[src/rtl/vga_pkg.sv]
// Shared VGA timing types and default 640x480@60 constants.
// Used by vga_timing_ctrl and pixel_tick_gen.
package vga_pkg;

  typedef logic [9:0] pix_cnt_t;

  localparam int DEF_DIV    = 4;

  localparam int DEF_H_VIS  = 640;
  localparam int DEF_H_FP   = 16;
  localparam int DEF_H_SYNC = 96;
  localparam int DEF_H_BP   = 48;

  localparam int DEF_V_VIS  = 480;
  localparam int DEF_V_FP   = 10;
  localparam int DEF_V_SYNC = 2;
  localparam int DEF_V_BP   = 33;

  localparam int H_TOT = DEF_H_VIS + DEF_H_FP
                       + DEF_H_SYNC + DEF_H_BP;
  localparam int V_TOT = DEF_V_VIS + DEF_V_FP
                       + DEF_V_SYNC + DEF_V_BP;

  // Advance a counter by one, wrapping after last.
  function automatic pix_cnt_t cnt_step(
    input pix_cnt_t cur,
    input pix_cnt_t last
  );
    if (cur == last)
      cnt_step = '0;
    else
      cnt_step = cur + pix_cnt_t'(1);
  endfunction

  // True when lo <= val < hi (10-bit unsigned).
  function automatic logic in_win(
    input pix_cnt_t val,
    input pix_cnt_t lo,
    input pix_cnt_t hi
  );
    in_win = (val >= lo) && (val < hi);
  endfunction

endpackage

[src/rtl/pixel_tick_gen.sv]
// Clock divider producing a one-clk pixel enable strobe
// every DIV clocks; strobe is decoded from the counter.
module pixel_tick_gen
  import vga_pkg::*;
#(
  parameter int DIV = DEF_DIV
) (
  input  logic clk,
  input  logic reset_n,
  output logic p_tick
);

  localparam int W = (DIV > 1) ? $clog2(DIV) : 1;
  localparam logic [W-1:0] LAST = W'(DIV - 1);

  logic [W-1:0] div_cnt;

  // Free-running 0..DIV-1 counter.
  always_ff @(posedge clk or negedge reset_n) begin
    if (!reset_n)
      div_cnt <= '0;
    else if (div_cnt == LAST)
      div_cnt <= '0;
    else
      div_cnt <= div_cnt + 1'b1;
  end

  assign p_tick = (div_cnt == LAST);

endmodule

[src/rtl/vga_timing_ctrl.sv]
// VGA raster timing: pixel counters, sync, DE, frame pulse.
// Optional VGA_FRAME_CNT_EN adds an 8-bit frame counter.
module vga_timing_ctrl
  import vga_pkg::*;
#(
  parameter int DIV    = DEF_DIV,
  parameter int H_VIS  = DEF_H_VIS,
  parameter int H_FP   = DEF_H_FP,
  parameter int H_SYNC = DEF_H_SYNC,
  parameter int H_BP   = DEF_H_BP,
  parameter int V_VIS  = DEF_V_VIS,
  parameter int V_FP   = DEF_V_FP,
  parameter int V_SYNC = DEF_V_SYNC,
  parameter int V_BP   = DEF_V_BP
) (
  input  logic       clk,
  input  logic       reset_n,
  output logic       p_tick,
  output logic       h_sync,
  output logic       v_sync,
  output logic       DE,
  output logic [9:0] x_pixel,
  output logic [9:0] y_pixel,
  output logic       frame_start
`ifdef VGA_FRAME_CNT_EN
  ,
  output logic [7:0] frame_cnt
`endif
);

  localparam int HT_I = H_VIS + H_FP + H_SYNC + H_BP;
  localparam int VT_I = V_VIS + V_FP + V_SYNC + V_BP;

  localparam pix_cnt_t H_LAST = pix_cnt_t'(HT_I - 1);
  localparam pix_cnt_t V_LAST = pix_cnt_t'(VT_I - 1);

  localparam pix_cnt_t H_VEND = pix_cnt_t'(H_VIS);
  localparam pix_cnt_t V_VEND = pix_cnt_t'(V_VIS);

  localparam pix_cnt_t HS_LO = pix_cnt_t'(H_VIS + H_FP);
  localparam pix_cnt_t HS_HI =
    pix_cnt_t'(H_VIS + H_FP + H_SYNC);
  localparam pix_cnt_t VS_LO = pix_cnt_t'(V_VIS + V_FP);
  localparam pix_cnt_t VS_HI =
    pix_cnt_t'(V_VIS + V_FP + V_SYNC);

  pix_cnt_t h_cnt;
  pix_cnt_t v_cnt;
  pix_cnt_t h_nxt;
  pix_cnt_t v_nxt;
  logic     h_wrap;
  logic     at_origin;

  pixel_tick_gen #(
    .DIV     (DIV)
  ) u_tick (
    .clk     (clk),
    .reset_n (reset_n),
    .p_tick  (p_tick)
  );

  // Next raster position; v steps only on h wrap.
  always_comb begin
    h_wrap    = (h_cnt == H_LAST);
    h_nxt     = cnt_step(h_cnt, H_LAST);
    v_nxt     = v_cnt;
    if (h_wrap)
      v_nxt   = cnt_step(v_cnt, V_LAST);
    at_origin = (h_nxt == '0) && (v_nxt == '0);
  end

  // Counters and decoded outputs load together from the
  // next position so they line up on the same edge.
  always_ff @(posedge clk or negedge reset_n) begin
    if (!reset_n) begin
      h_cnt       <= H_LAST;
      v_cnt       <= V_LAST;
      h_sync      <= 1'b1;
      v_sync      <= 1'b1;
      DE          <= 1'b0;
      frame_start <= 1'b0;
    end else if (p_tick) begin
      h_cnt       <= h_nxt;
      v_cnt       <= v_nxt;
      h_sync      <= !in_win(h_nxt, HS_LO, HS_HI);
      v_sync      <= !in_win(v_nxt, VS_LO, VS_HI);
      DE          <= (h_nxt < H_VEND) &&
                     (v_nxt < V_VEND);
      frame_start <= at_origin;
    end else begin
      frame_start <= 1'b0;
    end
  end

  assign x_pixel = h_cnt;
  assign y_pixel = v_cnt;

`ifdef VGA_FRAME_CNT_EN
  // Frame counter steps on the edge that raises frame_start.
  always_ff @(posedge clk or negedge reset_n) begin
    if (!reset_n)
      frame_cnt <= '0;
    else if (p_tick && at_origin)
      frame_cnt <= frame_cnt + 8'd1;
  end
`endif

endmodule

[config.mk]
export PLATFORM = sky130hd
export DESIGN_NAME = vga_timing_ctrl
export DESIGN_NICKNAME = d
export VERILOG_FILES = /design/src/rtl/vga_pkg.sv /design/src/rtl/pixel_tick_gen.sv /design/src/rtl/vga_timing_ctrl.sv
export SDC_FILE = /design/constraint.sdc
export NUM_CORES = 1
export LEC_CHECK = 0
export ABC_AREA = 1
export CORE_AREA = 2 2 64 66
export CTS_CLUSTER_DIAMETER = 30
export DETAILED_ROUTE_END_ITERATION = 8
export DIE_AREA = 0 0 66 68
export GPL_TIMING_DRIVEN = 0
export PLACE_DENSITY = 0.79
export SLEW_MARGIN = 20
export SYNTH_ARGS = -nofsm -noshare
export SYNTH_HDL_FRONTEND = slang
export SYNTH_SLANG_ARGS = --single-unit
[constraint.sdc]
create_clock -name clk -period 2.2 [get_ports clk]
set_input_delay 0.33 -clock clk [delete_from_list [all_inputs] [get_ports clk]]
set_output_delay 0.33 -clock clk [all_outputs]
set_load 0.03 [all_outputs]
==> implementation parameters <==
Parameter                              Value

Clock network
  Number of clock sinks seen by CTS ... 26
  H-Tree Depth ... 1
  Clock transition at the register clock pins on the worst setup and hold paths after CTS ... 0.09 ns
  Total of hold buffers inserted after clock tree synthesis ... 0
  Clock root cell ... sky130_fd_sc_hd__clkbuf_8
  Clock tree from TritonCTS ... done
  Clock Tree Buf Depth ... 2
  Total CTS buffers ... 3
  Worst-skew pair later-pin latency ... 0.27 ns

Setup path
  Delay of the slowest cell on the worst path ... 0.60 ns
  Worst path slowest cell ... sky130_fd_sc_hd__dfstp_2
  Type of element capturing the critical path ... register
  Endpoint arrival time on the critical path ... 2.21 ns
  Startpoint type of the worst setup path ... register
  Worst path required time ... 2.40 ns
  Critical Path, Cell by Cell ... ha_2 -> nand3_1 -> nor2_2 -> nand2_2 -> nand3_1 -> inv_2 -> nor3_2 -> nand4_1 -> nor2_1
  Cell type with the highest occurrence count on the critical path ... sky130_fd_sc_hd__nand3_1
  Peak fanout along the critical path ... 7
  Type of the worst setup path ... reg -> reg

Timing
  Setup tns final ... 0 ns
  Worst relative slew slack ... 0.620
  Count of final hold-check violations ... 0
  Highest Clock Rate ... 498 MHz
  Portion of the clock cycle consumed by the worst path in the final layout ... 0.912
  Setup repair after global routing missed its margin ... false
  Count of endpoints failing setup in the final report ... 0
  Final critical-path required period ... 2.01 ns
  Slew Limit Fails ... 0
  Slew at the pin closest to its max-slew limit ... 0.570 ns
  Skew final ... 0.00413 ns

Logic synthesis
  Post-synthesis sequential area ratio ... 0.362
  Area contributors post-synth ... sky130_fd_sc_hd__nand2_1 (21%), sky130_fd_sc_hd__dfrtp_1 (19%), sky130_fd_sc_hd__dfstp_2 (17%), sky130_fd_sc_hd__nand3_1 (7.3%), sky130_fd_sc_hd__nor2_1 (5.5%)
  Dominant register cell in the synthesized netlist ... sky130_fd_sc_hd__dfrtp_1
  Synth Instances ... 271
  Yosys warning total ... 0
  Number of enable flip-flop cells after synthesis ... 0
  Number of flip-flops and latches in the synthesized netlist ... 26
  Mapped cell area ... 1840 um2
  Share of the synthesized area in the top cell type ... 0.208
  Syn_area_per_cell ... 6.79 um2
  Post-synth net total ... 278
  Synth top cells by count ... sky130_fd_sc_hd__nand2_1 (102), sky130_fd_sc_hd__nand3_1 (27), sky130_fd_sc_hd__nor2_1 (27)
  Most frequent cell after synthesis ... sky130_fd_sc_hd__nand2_1
  Biggest area consumer among synthesized cells ... sky130_fd_sc_hd__nand2_1
  Post-synthesis cell type count ... 27
  Asr flop ratio synth ... 1.00

Final layout
  Non-filler cells in the finished layout ... 354
  Filler Cells Inserted ... 386
  Area growth, synth to finish ... 22.5%
  Number of inserted diodes ... 0
  Final-stage net count ... 312
  Fraction of layout cells with a size suffix above 1 ... 0.158
  Final cell area excluding filler cells ... 2250 um2

Placed design
  Placed Instances ... 347
  Port Buf Inserts ... 26
  Weighted congestion at the end of routability-driven global placement ... 0.889
  Post-DP HPWL ... 3270 um
  Cell area after placement ... 2160 um2

Drt
  Total number of vias ... 1808
  Avg WL per Cell ... 12.3 um
  Via/cell ratio ... 5.11
  Initial DRC Count ... 128
  Detailed Routing Iterations Pass 1 ... 4
  Remaining number of nets flagged by the antenna check after routing ... 0
  Detailed-route wire length ... 4350 um
  DRC violation count after routing ... 0

Floorplan
  Area of the core ... 3860 um2
  Number of top-level design ports ... 27
  Die X-Extent ... 66 um
  Die outline height ... 68 um
  Starting utilization of the core area ... 0.477
  Die Footprint ... 4490 um2
  FP Rows ... 23

Power and ir drop
  Peak supply drop ... 236 uV
  Power per Cell Area ... 390 nW/um2
  NetSw ... 157 uW
  Final total power ... 880 uW
  Combinational share of power ... 0.011
  Internal Dissipation ... 723 uW
  Sw Share ... 0.179
  Proportion of power drawn by flip-flops and latches ... 0.544
  Leakage dissipation ... 0.000947 uW
  Part of the total power dissipated in the clock network ... 0.445

Worst hold path
  Hold Crit Class ... in -> async

GRT
  Number of global-route vias before repair ... 1584
  Maximum number of pins on one net before global-route repair ... 27
  Overall fraction of global-route tracks in use ... 0.211
  Wire length of the first global-routing pass ... 7330 um
  Overflow left after global routing ... 0
  Antenna violations before repair ... 0

Flow run
  Reported max-cap violation count ... 0

Status
  Run status ... finished clean
## flip-flops by register name, summed over array words and instances, names as in the netlist
name / cells
DE: 1
frame_start: 1
h_sync: 1
u_tick.div_cnt: 2
v_sync: 1
x_pixel: 10
y_pixel: 10
## logic make-up after synthesis
kind of cell / Yosys count / synth area share
flip-flops: 26 / 0.362
XOR/XNOR: 1 / 0.00476
adder cells (fa/ha/maj): 5 / 0.0340
AO/OA/AOI/OAI: 28 / 0.0870
AND/OR/NAND/NOR: 176 / 0.436
buffers and inverters: 35 / 0.0761
## worst max-delay path, delay by kind of cell (launching register included)
| family | cells | cell delay [ns] |
|---|---|---|
| and+or+nand+nor | 7 | 1.00 |
| DFF | 1 | 0.60 |
| adders and majority gates | 1 | 0.27 |
| buffers and inverters | 1 | 0.06 |
## per-layer routing
metal  part of all wire  vias to the layer above  track usage
met5                  0                        -            0
met4              0.023                        0       0.0638
met3              0.041                       11       0.0197
met2               0.47                       50        0.366
met1               0.47                      819        0.282
li1                   -                      928            -
## per-stage QoR
| stage | worst slack [ns] | utilization | hold slack (ns) |
|---|---|---|---|
| 6_report | 0.193 | 0.585 | 0.0495 |
| 2_1_floorplan | 0.218 | - | 0.0344 |
| 3_3_place_gp | 0.132 | 0.561 | 0.422 |
| 4_1_cts | 0.0870 | 0.578 | 0.0754 |
| 5_1_grt | 0.00209 | 0.585 | 0.0964 |
| 3_5_place_dp | 0.113 | 0.560 | 0.370 |
## layout make-up
| class | instances | area [um2] | share of cell area |
|---|---|---|---|
| Multi-Input combinational cell | 210 | 1040 | 0.460 |
| Sequential cell | 26 | 666 | 0.295 |
| Timing Repair Buffer | 29 | 278 | 0.123 |
| Inverter | 29 | 109 | 0.0483 |
| Tap cell | 50 | 62.6 | 0.0277 |
| Clock buffer | 3 | 41.3 | 0.0183 |
| Buffer | 6 | 31.3 | 0.0139 |
| Clock inverter | 1 | 30.0 | 0.0133 |
## cells in the final DEF, fill, tap and decap left out
cell type,Yosys,layout
sky130_fd_sc_hd__nor2_2,4,4
sky130_fd_sc_hd__o21ai_0,18,18
sky130_fd_sc_hd__xor2_1,1,1
sky130_fd_sc_hd__clkdlybuf4s50_1,0,25
sky130_fd_sc_hd__ha_1,5,4
sky130_fd_sc_hd__nor2_4,3,3
sky130_fd_sc_hd__o21bai_1,2,2
sky130_fd_sc_hd__inv_1,22,22
sky130_fd_sc_hd__bufinv_16,0,1
sky130_fd_sc_hd__dfstp_2,12,12
sky130_fd_sc_hd__nand4_2,1,1
sky130_fd_sc_hd__clkbuf_8,0,3
sky130_fd_sc_hd__nor3_2,1,1
sky130_fd_sc_hd__o21ai_2,4,4
sky130_fd_sc_hd__buf_2,1,2
sky130_fd_sc_hd__nor2_8,1,1
sky130_fd_sc_hd__nand4_4,1,1
sky130_fd_sc_hd__nand3_1,27,27
sky130_fd_sc_hd__nor2_1,27,27
sky130_fd_sc_hd__buf_4,2,5
sky130_fd_sc_hd__nand2_4,1,1
sky130_fd_sc_hd__nand4_1,6,6
sky130_fd_sc_hd__a21oi_1,2,2
sky130_fd_sc_hd__ha_2,0,1
sky130_fd_sc_hd__nand2_1,102,102
sky130_fd_sc_hd__o21ai_1,2,2
sky130_fd_sc_hd__nand2_2,2,2
sky130_fd_sc_hd__dfrtp_1,14,14
sky130_fd_sc_hd__clkinv_1,1,1
sky130_fd_sc_hd__clkbuf_1,3,3
sky130_fd_sc_hd__inv_2,6,6
## timing repair
action	CTS	global route
buffers inserted	0	3
resized for setup	0	1
setup endpoints to repair	0	4
## final timing paths
path                              startpoint  depth (start not counted)                 to  slack (ns)
setup / recovery                  x_pixel[1]                          9        frame_start        0.19
hold / removal                       reset_n                          1         y_pixel[0]        0.05
setup reg to reg                  x_pixel[1]                          9        frame_start        0.19
hold reg to reg            u_tick.div_cnt[0]                          1  u_tick.div_cnt[0]        0.43
max in group asynchronous            reset_n                          1         x_pixel[9]        1.78
min in group clk           u_tick.div_cnt[0]                          1  u_tick.div_cnt[0]        0.43
## power groups by stage
stage               logic, uW  clock network, uW  registers (uW)
floorplan            0.000493                  0             487
global placement         11.2                  0             487
finish                   9.45                392             479
global route             11.9                421             479
CTS                      10.6                398             479
detailed placement       10.6                  0             487
No activity file was read; power rests on OpenSTA's default activity.
